<file path="src/rtl/seq_divider_8bit.sv">
// seq_divider_8bit: 16/8 unsigned restoring divider, one quotient bit per clock, start/done handshake.
// Optional macro DIV_ERR_CHECK_EN enables divide-by-zero and quotient-overflow early exit.
module seq_divider_8bit (
    input  logic        clk,
    input  logic        rst,
    input  logic        start,
    input  logic [15:0] dividend,
    input  logic [7:0]  divisor,
    output logic        busy,
    output logic        done,
    output logic [7:0]  quotient,
    output logic [7:0]  remainder,
    output logic        dbz,
    output logic        ovf
);
    typedef enum logic [1:0] {IDLE, CHECK, CALC, DONE} state_t;
    state_t     r_state;
    logic [7:0] r_r;
    logic [7:0] r_q;
    logic [7:0] r_d;
    logic [2:0] r_cnt;
    logic       w_ge;
    logic [7:0] w_t;
    logic [7:0] w_r_next;
    logic [7:0] w_q_next;
    // Trial subtraction of the divisor from the shifted partial remainder
    always_comb begin
        w_ge     = {r_r, r_q[7]} >= {1'b0, r_d};
        w_t      = {r_r[6:0], r_q[7]} - r_d;
        w_r_next = w_ge ? w_t : {r_r[6:0], r_q[7]};
        w_q_next = {r_q[6:0], w_ge};
    end
    // Control FSM and datapath with registered outputs
    always_ff @(posedge clk or posedge rst) begin
        if (rst) begin
            r_state   <= IDLE;
            r_r       <= 8'h00;
            r_q       <= 8'h00;
            r_d       <= 8'h00;
            r_cnt     <= 3'd0;
            busy      <= 1'b0;
            done      <= 1'b0;
            quotient  <= 8'h00;
            remainder <= 8'h00;
            dbz       <= 1'b0;
            ovf       <= 1'b0;
        end else begin
            case (r_state)
                IDLE, DONE: begin
                    done <= 1'b0;
                    if (start) begin
                        r_state <= CHECK;
                        r_r     <= dividend[15:8];
                        r_q     <= dividend[7:0];
                        r_d     <= divisor;
                        dbz     <= 1'b0;
                        ovf     <= 1'b0;
                        busy    <= 1'b1;
                    end else begin
                        r_state <= IDLE;
                    end
                end
                CHECK: begin
`ifdef DIV_ERR_CHECK_EN
                    if (r_d == 8'h00) begin
                        r_state   <= DONE;
                        busy      <= 1'b0;
                        done      <= 1'b1;
                        dbz       <= 1'b1;
                        quotient  <= 8'hFF;
                        remainder <= r_q;
                    end else if (r_r >= r_d) begin
                        r_state   <= DONE;
                        busy      <= 1'b0;
                        done      <= 1'b1;
                        ovf       <= 1'b1;
                        quotient  <= 8'hFF;
                        remainder <= 8'hFF;
                    end else begin
                        r_state <= CALC;
                        r_cnt   <= 3'd0;
                    end
`else
                    r_state <= CALC;
                    r_cnt   <= 3'd0;
`endif
                end
                CALC: begin
                    r_r   <= w_r_next;
                    r_q   <= w_q_next;
                    r_cnt <= r_cnt + 3'd1;
                    if (r_cnt == 3'd7) begin
                        r_state   <= DONE;
                        busy      <= 1'b0;
                        done      <= 1'b1;
                        quotient  <= w_q_next;
                        remainder <= w_r_next;
                    end
                end
                default: r_state <= IDLE;
            endcase
        end
    end
endmodule
</file>
<file path="config.mk">
export PLATFORM = sky130hd
export DESIGN_NAME = seq_divider_8bit
export DESIGN_NICKNAME = d
export VERILOG_FILES = /design/src/rtl/seq_divider_8bit.sv
export SDC_FILE = /design/constraint.sdc
export NUM_CORES = 1
export LEC_CHECK = 0
export CORE_MARGIN = 4
export CORE_UTILIZATION = 40
export CTS_CLUSTER_SIZE = 30
export DETAILED_ROUTE_END_ITERATION = 6
export RECOVER_POWER = 100
export SLEW_MARGIN = 20
export SYNTH_ARGS = -nofsm -noshare
export SYNTH_HDL_FRONTEND = slang
export SYNTH_SLANG_ARGS = --single-unit
</file>
<file path="constraint.sdc">
create_clock -name clk -period 2.55 [get_ports clk]
set_clock_uncertainty 0.05 [all_clocks]
set_input_delay 0.51 -clock clk [delete_from_list [all_inputs] [get_ports clk]]
set_output_delay 0.51 -clock clk [all_outputs]
set_load 0.01 [all_outputs]
</file>
# After elaboration in Yosys (flattened, before gate mapping)
# Cells that the tools add are included.
[word_totals]
register_bits = 47
in_bits = 27
output_inout_bits = 20
[op_classes]
addsub = 2
n_lt_le_gt_ge = 1
eq_ne = 6
muxes = 14
n_reduce_logical = 9
[op_table]
columns = ["operator", "n"]
rows = [
  ["one-hot mux 8 bit (2 select lines)", 2],
  ["two-way mux 8 bit", 3],
  ["greater-or-equal comparator 9 x 8 -> 1 bit", 1],
  ["AND reduction 2 bit", 4],
  ["subtractor 8 bit", 1],
  ["one-hot mux 2 bit (3 select lines)", 1],
  ["one-hot mux 3 bit (2 select lines)", 1],
  ["== test 2 bit, second input constant", 2],
  ["two-way mux 1 bit", 4],
  ["inequality test 2 bit, second input constant", 2],
  ["one-hot mux 1 bit (2 select lines)", 2],
  ["nonzero test 2 bit", 2],
  ["adder 3 x 1 -> 3 bit, second input constant", 1],
  ["== test 3 bit, second input constant", 1],
  ["AND reduction 3 bit", 1],
  ["== test 2 x 1 -> 1 bit, second input constant", 1],
  ["logical NOT 2 bit", 1],
  ["two-way mux 2 bit", 1],
  ["OR reduction 2 bit", 1],
]

# Longest topological paths before layout
# Gate-level depths: netlist (run 1).
[depth]
ltp_word = 4
ltp_mapped = 9
ltp_nobuf = 9

# Worst setup path after synthesis (run 1)
# OpenSTA, ideal clock, no wires.
[synth_path]
path_type = "register -> register"
start = "register r_q[7]"
end = "register remainder[6]"
setup_time_ps = 82
arrival_ps = 1984
required_time_ps = 2418
path_slack_ps = 435
stages_incl_launch_ff = 10
path_buffers = 0
path_cell_list = "dfrtp_1 inv_1 ha_1 fa_1 nor2b_1 nor3_1 or4b_1 o2111ai_1 mux2i_1 a31oi_1"
[synth_via]
elab_chain_len = 2
word_cells_on_any_way = 3
classes_between = "add/sub (1); order compare (1); mux (1)"
[synth_lines]
columns = ["item", "line", "source"]
rows = [
  ["from (decl)", "19", "logic [7:0] r_q;"],
  ["from (signal assigned)", "54", "r_q <= dividend[7:0];"],
  ["from (signal assigned)", "90", "r_q <= w_q_next;"],
  ["subtractor 8 bit / greater-or-equal comparator 9 x 8 -> 1 bit (equally long branches)", "29, 28", ""],
  ["two-way mux 8 bit (*)", "30", "w_r_next = w_ge ? w_t : {r_r[6:0], r_q[7]};"],
  ["to (signal assigned)", "97", "remainder <= w_r_next;"],
  ["to (decl)", "12", "output logic [7:0] remainder,"],
]
# Mark *: on every way between the ends. The rest lies on a longest branch, timed or not.
# A chain may end at the register's enable or synchronous reset.

# Final worst setup path (run 1)
[layout_path]
start = "register r_r[2]"
end = "register r_r[0]"
[layout_via]
elab_chain_len = 3
[layout_lines]
columns = ["item", "line", "source"]
rows = [
  ["from (decl)", "18", "logic [7:0] r_r;"],
  ["from (signal assigned)", "53", "r_r <= dividend[15:8];"],
  ["from (signal assigned)", "89", "r_r <= w_r_next;"],
  ["greater-or-equal comparator 9 x 8 -> 1 bit", "28", "w_ge = {r_r, r_q[7]} >= {1'b0, r_d};"],
  ["two-way mux 8 bit", "30", ""],
  ["one-hot mux 8 bit (2 select lines)", "48", "case (r_state)"],
]
# Every way passes these cells.

==> results.md, run 1 <==
* Outcome: completed
* Max frequency at 426 MHz
* Drt initial violations at 48
* Asr flop ratio synth at 1.00
* Standard-cell row count at 28
* Leak Pwr at between 0.001 and 0.0015 µW
* Chip width at between 80 and 90 µm
* Post-synth top area cell: dfrtp_1
* Synth Instances at between 200 and 250
* First-pass GRT wire length at about 9000 µm
* Final WL at approximately 5300 µm
* Pwr/cell area at about 1300 nW/µm²
* Post-CTS Hold Buffers at 0
* Mapped Area at between 2000 and 2500 µm²
* Critical path class: reg -> reg
* Post-DP HPWL at 3890 µm
* Share of layout cells above drive strength 1 at 0.118
* EDFF count, synth at 0
* Resized cells post-CTS at 0
* Total number of vias at about 1800
* RSZ-0062 raised after global routing: false
* Vias/cell at between 5 and 6
* # setup viols final at 0
* Setup crit start: r_r[2]
* Area of the die at approximately 7500 µm²
* Routed Antenna Nets at 0
* Largest net degree at the start of global routing at 48
* PortBufs at 44
* Clock-pin slew on the worst setup and hold paths at approximately 90 ps
* Max clock buf depth at 2
* CTS tree: done
* Startpoint types: flip-flop
* Max-slew headroom at 0.214
* Syn-to-layout area delta at 24.3%
* Initial core utilization at 0.416
* Total core area at a little under 6000 µm²
* Vias in the first global route at 1857
* DRC violations left at 0
* Final-report hold violation count at 0
* GRT overflow at 0
* Net count, final at between 300 and 400
* Clk root buf: clkbuf_8
* Hold WC Path Type: reg -> reg
* Gp weighted congestion at roughly 0.80
* Synth Flop Type: dfrtp_1
* Synth top area share at 0.475
* Hold Path Origin: remainder[5]
* Required @ worst endpoint at approximately 2700 ps
* Most common cell in the netlist: dfrtp_1
* Worst Tran Pin Value at ~1200 ps
* Synth warn at 0
* IO Pins at 47
* CP Max Fanout at 10
* Gr usage total at 0.155
* Drt first pass iters at 4
* Die extent in y at 86.7 µm
* Worst IR Drop VDD at 488 µV
* Average wire per standard cell at 14.7 µm
* Clock sinks at 47
* Post-CTS Setup Inserts at 0
* H-Tree Level Count at 2
* Min Tclk post-route at around 2300 ps
* FILL cells at ~590
* # diodes at 0
* Cell Count Post-Placement at between 300 and 400
* CTS Buf Count at 5
* Seq/Total Area, Yosys at 0.475
* Yosys cell types at 41
* Slew Limit Fails at 0
* Synthesized flop and latch total at 47
* Worst EP arrival at around 2500 ps
* Final Instance Count excl. Fillers at 363
* Synthesized area per cell at 10.4 µm²
* Setup TNS at 0 ps
* Worst-Skew Late Latency at 310 ps
* Top post-synthesis cells by count: dfrtp_1, nand2_1, o21ai_0
* Initial antenna violation count at 0
* Critical R2R Launch: r_r[2]
* Crit path capture type: flip-flop
* Final period utilization at 0.922
* Top cells by area, synth: dfrtp_1, mux2_2, mux2i_1, ha_1, o21ai_0
* Max Cap Viol at 0
==> where the power goes <==
group / switching (µW) / internal (µW) / leakage, µW / total, µW
registers: 149 / 985 / 0.000595 / 1130
logic: 1280 / 946 / 0.000799 / 2220
clock network: 272 / 222 / 0.0000474 / 494
total: 1700 / 2150 / 0.00144 / 3850
==> sequential cells by signal, indices dropped and copies added, names as in the netlist <==
signal	cells
quotient	8
r_d	8
r_q	8
r_cnt	3
remainder	8
r_r	8
r_state	2
busy	1
done	1
==> area by class of cell <==
class / instances / area, µm² / area share
Multi-Input combinational cell: 165 / 1170 / 0.379
Clock buffer: 6 / 82.6 / 0.0269
Timing Repair Buffer: 52 / 480 / 0.156
Inverter: 16 / 60.1 / 0.0195
Sequential cell: 47 / 1180 / 0.382
Clock inverter: 2 / 16.3 / 0.00529
Tap cell: 75 / 93.8 / 0.0305
==> cells in the final DEF, fill, tap and decap left out, types with 2 or more instances in the layout <==
cell type        synthesis  routed
ha_1                    11      11
clkdlybuf4s50_1          0      25
nor2_1                   6       6
clkbuf_8                 0       6
dlygate4sd3_1            0      19
a21o_1                   2       2
nor3b_1                  2       2
o21a_1                   3       3
buf_4                    2       2
or3_1                    4       4
mux2_1                   0       2
mux2_2                  15      15
o21ai_0                 21      23
mux2i_1                 14      14
nor3_1                   4       4
nand2_1                 26      26
o21ai_2                  4       4
a21oi_1                 15      15
inv_1                   16      15
a22o_1                   2       2
conb_1                   1       2
a31oi_1                  5       5
clkbuf_2                 0       2
xor2_1                   2       2
dfrtp_1                 47      47
nand2b_1                 2       2
nand3b_1                 3       3
nand3_1                  3       3
clkbuf_1                 4       4
nor2b_1                  3       3
==> layer usage <==
layer / track usage / wire length (µm) / vias to the layer above
met4: 0.0595 / 89 / 0
met3: 0.0361 / 209 / 8
met2: 0.239 / 2440 / 39
met1: 0.212 / 2610 / 850
li1: - / - / 931
met5: 0 / 0 / -
==> worst max-delay path: stages (launching register included) <==
cell	delay, ps
dfrtp_1	410
ha_1	370
a21o_1	210
a21oi_2	190
a31oi_1	120
nor4_2	150
buf_4	230
mux2_1	380
o221ai_1	150
==> logic make-up after synthesis <==
logic type / after synthesis / synth area share
AOI/OAI and AO/OA: 61 / 0.150
and+or+nand+nor: 56 / 0.113
DFF: 47 / 0.475
muxes: 31 / 0.137
buffers and inverters: 28 / 0.0495
adders and majority gates: 12 / 0.0637
xor gates and xnor gates: 3 / 0.0106
other: 1 / 0.00152
==> worst paths after layout <==
path | end | slack [ps] | cells after the start
hold reg to reg | remainder[5] | 430 | 2
max in group asynchronous | r_d[4] | 760 | 3
setup reg to reg | r_r[0] | 200 | 8
setup / recovery | r_r[0] | 200 | 8
min in group asynchronous | busy | 970 | 3
hold / removal | remainder[5] | 430 | 2
==> stage by stage <==
step	util	cell area, µm²	setup WS, ps	hold WS [ps]	total power (µW)
global route	0.516	3080	58.7	466	4220
detailed placement	0.508	3020	292	425	3490
CTS	0.524	3120	237	448	4010
finish	0.516	3080	200	431	3850
global placement	0.508	3020	331	421	3500
floorplan	-	2480	435	400	2930
(Power assumes the default switching activity.)
==> run 2, diff against run 1 <==
--- a/config.mk
+++ b/config.mk
@@ -9,6 +9,7 @@
 export CORE_UTILIZATION = 40
 export CTS_CLUSTER_SIZE = 30
 export DETAILED_ROUTE_END_ITERATION = 6
+export PLACE_DENSITY_LB_ADDON = 0.12
 export RECOVER_POWER = 100
 export SLEW_MARGIN = 20
 export SYNTH_ARGS = -nofsm -noshare
==> results.md, run 2 (synthesized netlist as in run 1, its figures left out) <==
* Setup crit start: r_r[2]
* Min Tclk post-route at approximately 2400 ps
* GRT overflow at 0
* DRC violations left at 0
* RSZ-0062 raised after global routing: false
* P_sw at 1680 µW
* IO Pins at 47
* Net Sw Frac at 0.436
* Net count, final at approximately 330
* Crit path capture type: flip-flop
* Commonest non-fill, non-tap cell in the layout: dfrtp_1
* CTS tree: done
* FILL cells at 581
* CP Max Fanout at 7
* # setup viols final at 0
* Standard-cell row count at 28
* Worst IR Drop VDD at about 490 µV
* Final WL at roughly 5200 µm
* Clock sinks at 47
* CTS Buf Count at 5
* Max frequency at between 400 and 500 MHz
* Max clock buf depth at 2
* Max Cap Viol at 0
* Commonest cells after routing, fill and taps aside: dfrtp_1, nand2_1, clkdlybuf4s50_1, o21ai_0, dlygate4sd3_1
* Largest net degree at the start of global routing at 48
* Vias/cell at 5.15
* Worst EP arrival at approximately 2500 ps
* Max-slew headroom at 0.208
* Clock power frac at 0.121
* Slew Limit Fails at 0
* Vias in the first global route at 1789
* Combinational fraction of design power at 0.584
* Hold Path Origin: remainder[5]
* Final period utilization at 0.922
* Post-DP HPWL at between 3000 and 4000 µm
* Flop pwr share at 0.295
* First-pass GRT wire length at around 8800 µm
* Die extent in y at 86.7 µm
* Total core area at 5960 µm²
* Drt first pass iters at 4
* Hold WC Path Type: reg -> reg
* Average wire per standard cell at roughly 14 µm
* Post-CTS Hold Buffers at 0
* Area of the die at 7510 µm²
* PortBufs at 44
* Critical R2R Launch: r_r[2]
* Leak Pwr at approximately 0.0015 µW
* Gr usage total at 0.152
* Worst Tran Pin Value at approximately 1200 ps
* Pwr/cell area at 1250 nW/µm²
* Final-report hold violation count at 0
* Setup WS pre-CTS at 249 ps
* Drt initial violations at approximately 90
* Worst-Skew Late Latency at approximately 300 ps
* Share of layout cells above drive strength 1 at 0.128
* Outcome: completed
* Clk root buf: clkbuf_8
* Initial core utilization at 0.416
* Final worst slack at ~200 ps
* Required @ worst endpoint at 2740 ps
* Resized cells post-CTS at 0
* Initial antenna violation count at 0
* Critical path class: reg -> reg
* Clock-pin slew on the worst setup and hold paths at 90 ps
* Fin util at 0.517
* Startpoint types: flip-flop
* Syn-to-layout area delta at 24.5%
* Chip width at 86.7 µm
* Routed Antenna Nets at 0
* H-Tree Level Count at 2
* # diodes at 0
* Int Power at about 2200 µW
* Setup TNS at 0 ps
* Post-CTS Setup Inserts at 0
* Gp weighted congestion at about 0.84
* Total number of vias at approximately 1900
==> run 2: cell type report <==
type / count / area (µm²) / area share
sequential: 47 / 1180 / 0.382
multi-input combinational: 165 / 1170 / 0.380
timing repair buffer: 52 / 490 / 0.159
tap: 75 / 93.8 / 0.0305
clock buffer: 5 / 68.8 / 0.0223
inverter: 16 / 60.1 / 0.0195
clock inverter: 3 / 22.5 / 0.00731
==> run 2: path summary, 6_finish.rpt <==
| path | endpoint | slack (ps) | cells after the start |
|---|---|---|---|
| setup / recovery | r_r[1] | 200 | 8 |
| hold / removal | remainder[5] | 430 | 2 |
| min in group asynchronous | quotient[6] | 970 | 3 |
| hold reg to reg | remainder[5] | 430 | 2 |
| max in group asynchronous | r_d[5] | 750 | 3 |
| setup reg to reg | r_r[1] | 200 | 8 |
==> run 2: power groups by stage <==
stage                     Clock (µW)  Combinational [µW]  Sequential (µW)
final                            466                2250             1140
after global routing             518                2550             1170
after CTS                        487                2350             1140
after detailed placement           0                2340             1150
after global placement             0                2320             1150
after floorplan                    0                1820             1110
==> run 2: stage by stage <==
stage               instance area [µm²]  instances  hold slack, ps  power (µW)
global placement                   3020        355             424        3470
global route                       3080        363             473        4240
CTS                                3110        363             447        3970
detailed placement                 3020        355             424        3490
floorplan                          2480        240             400        2930
finish                             3080        363             430        3850
==> run 2: worst max-delay path, stage by stage, from the launching register on <==
cell and delay [ps]:
dfrtp_1 410, ha_1 360, a21o_1 210, a21oi_2 200
a31oi_1 110, nor4_2 200, buf_4 230, mux2_1 390
o21ai_2 120
==> run 2: metal layers <==
layer | track usage | vias to the layer above | wire [µm]
li1 | - | 931 | -
met1 | 0.207 | 899 | 2500
met2 | 0.237 | 34 | 2440
met3 | 0.0361 | 6 | 217
met4 | 0.0510 | 0 | 72
met5 | 0 | - | 0
==> run 3, diff against run 2 <==
--- a/config.mk
+++ b/config.mk
@@ -5,12 +5,15 @@
 export SDC_FILE = /design/constraint.sdc
 export NUM_CORES = 1
 export LEC_CHECK = 0
+export CELL_PAD_IN_SITES_DETAIL_PLACEMENT = 0
+export CELL_PAD_IN_SITES_GLOBAL_PLACEMENT = 2
 export CORE_MARGIN = 4
-export CORE_UTILIZATION = 40
+export CORE_UTILIZATION = 33
 export CTS_CLUSTER_SIZE = 30
 export DETAILED_ROUTE_END_ITERATION = 6
 export PLACE_DENSITY_LB_ADDON = 0.12
 export RECOVER_POWER = 100
+export REMOVE_ABC_BUFFERS = 1
 export SLEW_MARGIN = 20
 export SYNTH_ARGS = -nofsm -noshare
 export SYNTH_HDL_FRONTEND = slang
==> results.md, run 3 (synthesized netlist as in run 1, its figures left out) <==
* Area of the die at 8950 µm²
* First-pass GRT wire length at approximately 10000 µm
* Worst Tran Pin Value at about 860 ps
* Resized cells post-CTS at 0
* PortBufs at 44
* Max Cap Viol at 0
* RSZ-0062 raised after global routing: false
* Crit path capture type: flip-flop
* Min Tclk post-route at approximately 2400 ps
* Net Sw Frac at 0.446
* Required @ worst endpoint at ~2700 ps
* Chip width at about 95 µm
* Clock sinks at 47
* Pwr/cell area at roughly 1200 nW/µm²
* CTS tree: done
* Final WL at 5660 µm
* Post-CTS Hold Buffers at 0
* Final-report hold violation count at 0
* Post-CTS Setup Inserts at 0
* Largest net degree at the start of global routing at 25
* Share of layout cells above drive strength 1 at 0.118
* Crit path max-delay family: simple AND/OR/NAND/NOR gates
* Hold WC Path Type: reg -> reg
* Met1 usage at 0.193
* Post-DP HPWL at approximately 4200 µm
* Drt first pass iters at 4
* Setup TNS at 0 ps
* Busiest grt layer: met2
* Vias/cell at 4.79
* # diodes at 0
* Commonest non-fill, non-tap cell in the layout: dfrtp_1
* Routed Antenna Nets at 0
* # setup viols final at 0
* Gr usage total at 0.141
* Combinational fraction of design power at 0.587
* Standard-cell row count at 31
* Commonest cells after routing, fill and taps aside: dfrtp_1, nand2_1, clkdlybuf4s50_1, o21ai_0, dlygate4sd3_1
* Startpoint types: flip-flop
* Max clock buf depth at 2
* Net count, final at approximately 330
* Cell Count Post-Placement at around 380
* Worst EP arrival at between 2000 and 3000 ps
* Final Instance Count excl. Fillers at 387
* Slew Limit Fails at 0
* Flop pwr share at 0.294
* Cell Chain, Critical Path: inv_1 -> ha_1 -> fa_1 -> nor2b_1 -> nor3_1 -> or4b_1 -> o2111ai_1 -> mux2i_1 -> a31oi_1
* IO Pins at 47
* Crit-path max cell delay at approximately 500 ps
* Critical path class: reg -> reg
* Initial core utilization at 0.341
* Met2 Usage GRT at 0.220
* Leak Pwr at roughly 0.0014 µW
* Max-slew headroom at 0.426
* Total number of vias at approximately 1900
* Clock-pin slew on the worst setup and hold paths at ~90 ps
* CTS Buf Count at 5
* Outcome: completed
* Average wire per standard cell at ~15 µm
* Vias in the first global route at approximately 2000
* Worst IR Drop VDD at 485 µV
* Worst-Skew Late Latency at about 300 ps
* CP Max Fanout at 4
* GRT overflow at 0
* H-Tree Level Count at 2
* Slowest CP cell: or4b_1
* Initial antenna violation count at 0
* Gp weighted congestion at about 0.73
* Max frequency at around 420 MHz
* DRC violations left at 0
* Clk root buf: clkbuf_8
* Int Power at between 2000 and 2500 µW
* Clock power frac at 0.120
* Total core area at about 7300 µm²
* Die extent in y at approximately 95 µm
* P_sw at 1720 µW
* Number of buffers and inverters on the critical path at 1
* Final period utilization at 0.945
* Grt met3 use at 0.0359
* Drt initial violations at a little over 60
* Syn-to-layout area delta at 25.5%
## run 3: area by class of cell
class                      instances  area [µm²]
clock buffer                       6        72.6
clock inverter                     2        16.3
fill                             722        4150
inverter                          16        60.1
multi-input combinational        165        1170
sequential                        47        1180
tap                               99         124
timing repair buffer              52         485
## run 3: path summary, 6_finish.rpt
kind	cells after the start	from	slack (ps)	end
max in group asynchronous	3	rst	490	remainder[7]
worst max register to register	9	r_q[7]	140	remainder[6]
min in group asynchronous	2	rst	760	r_q[4]
worst max-delay path	9	r_q[7]	140	remainder[6]
worst min-delay path	2	remainder[1]	430	remainder[1]
worst min register to register	2	remainder[1]	430	remainder[1]
## run 3: per-stage QoR
step | instance area, µm² | hold WS [ps] | power (µW) | util | setup WS, ps
final | 3110 | 430 | 3870 | 0.428 | 141
after global placement | 3040 | 419 | 3550 | 0.419 | 167
after detailed placement | 3040 | 420 | 3530 | 0.419 | 193
after floorplan | 2420 | 400 | 2870 | - | -29.0
after global routing | 3110 | 480 | 4290 | 0.428 | 19.3
after CTS | 3130 | 442 | 4020 | 0.431 | 150
## run 3: power by group through the flow
stage | Sequential (µW) | Combinational, µW | Clock, µW
after floorplan | 1110 | 1760 | 0
after global placement | 1150 | 2390 | 0
after detailed placement | 1150 | 2380 | 0
after CTS | 1140 | 2390 | 483
after global routing | 1180 | 2590 | 516
final | 1140 | 2270 | 463
## run 3: worst reg2reg max path, cell delays in order, from the launching register on
cell	delay, ps
dfrtp_1	360
inv_1	50
ha_1	230
fa_1	420
nor2b_1	130
nor3_1	90
or4b_1	500
o2111ai_1	140
mux2i_1	160
a31oi_1	200
## run 3: per-layer routing
layer | wire [µm] | up-vias
li1 | - | 925
met1 | 2680 | 892
met2 | 2670 | 31
met3 | 263 | 4
met4 | 54 | 0
met5 | 0 | -
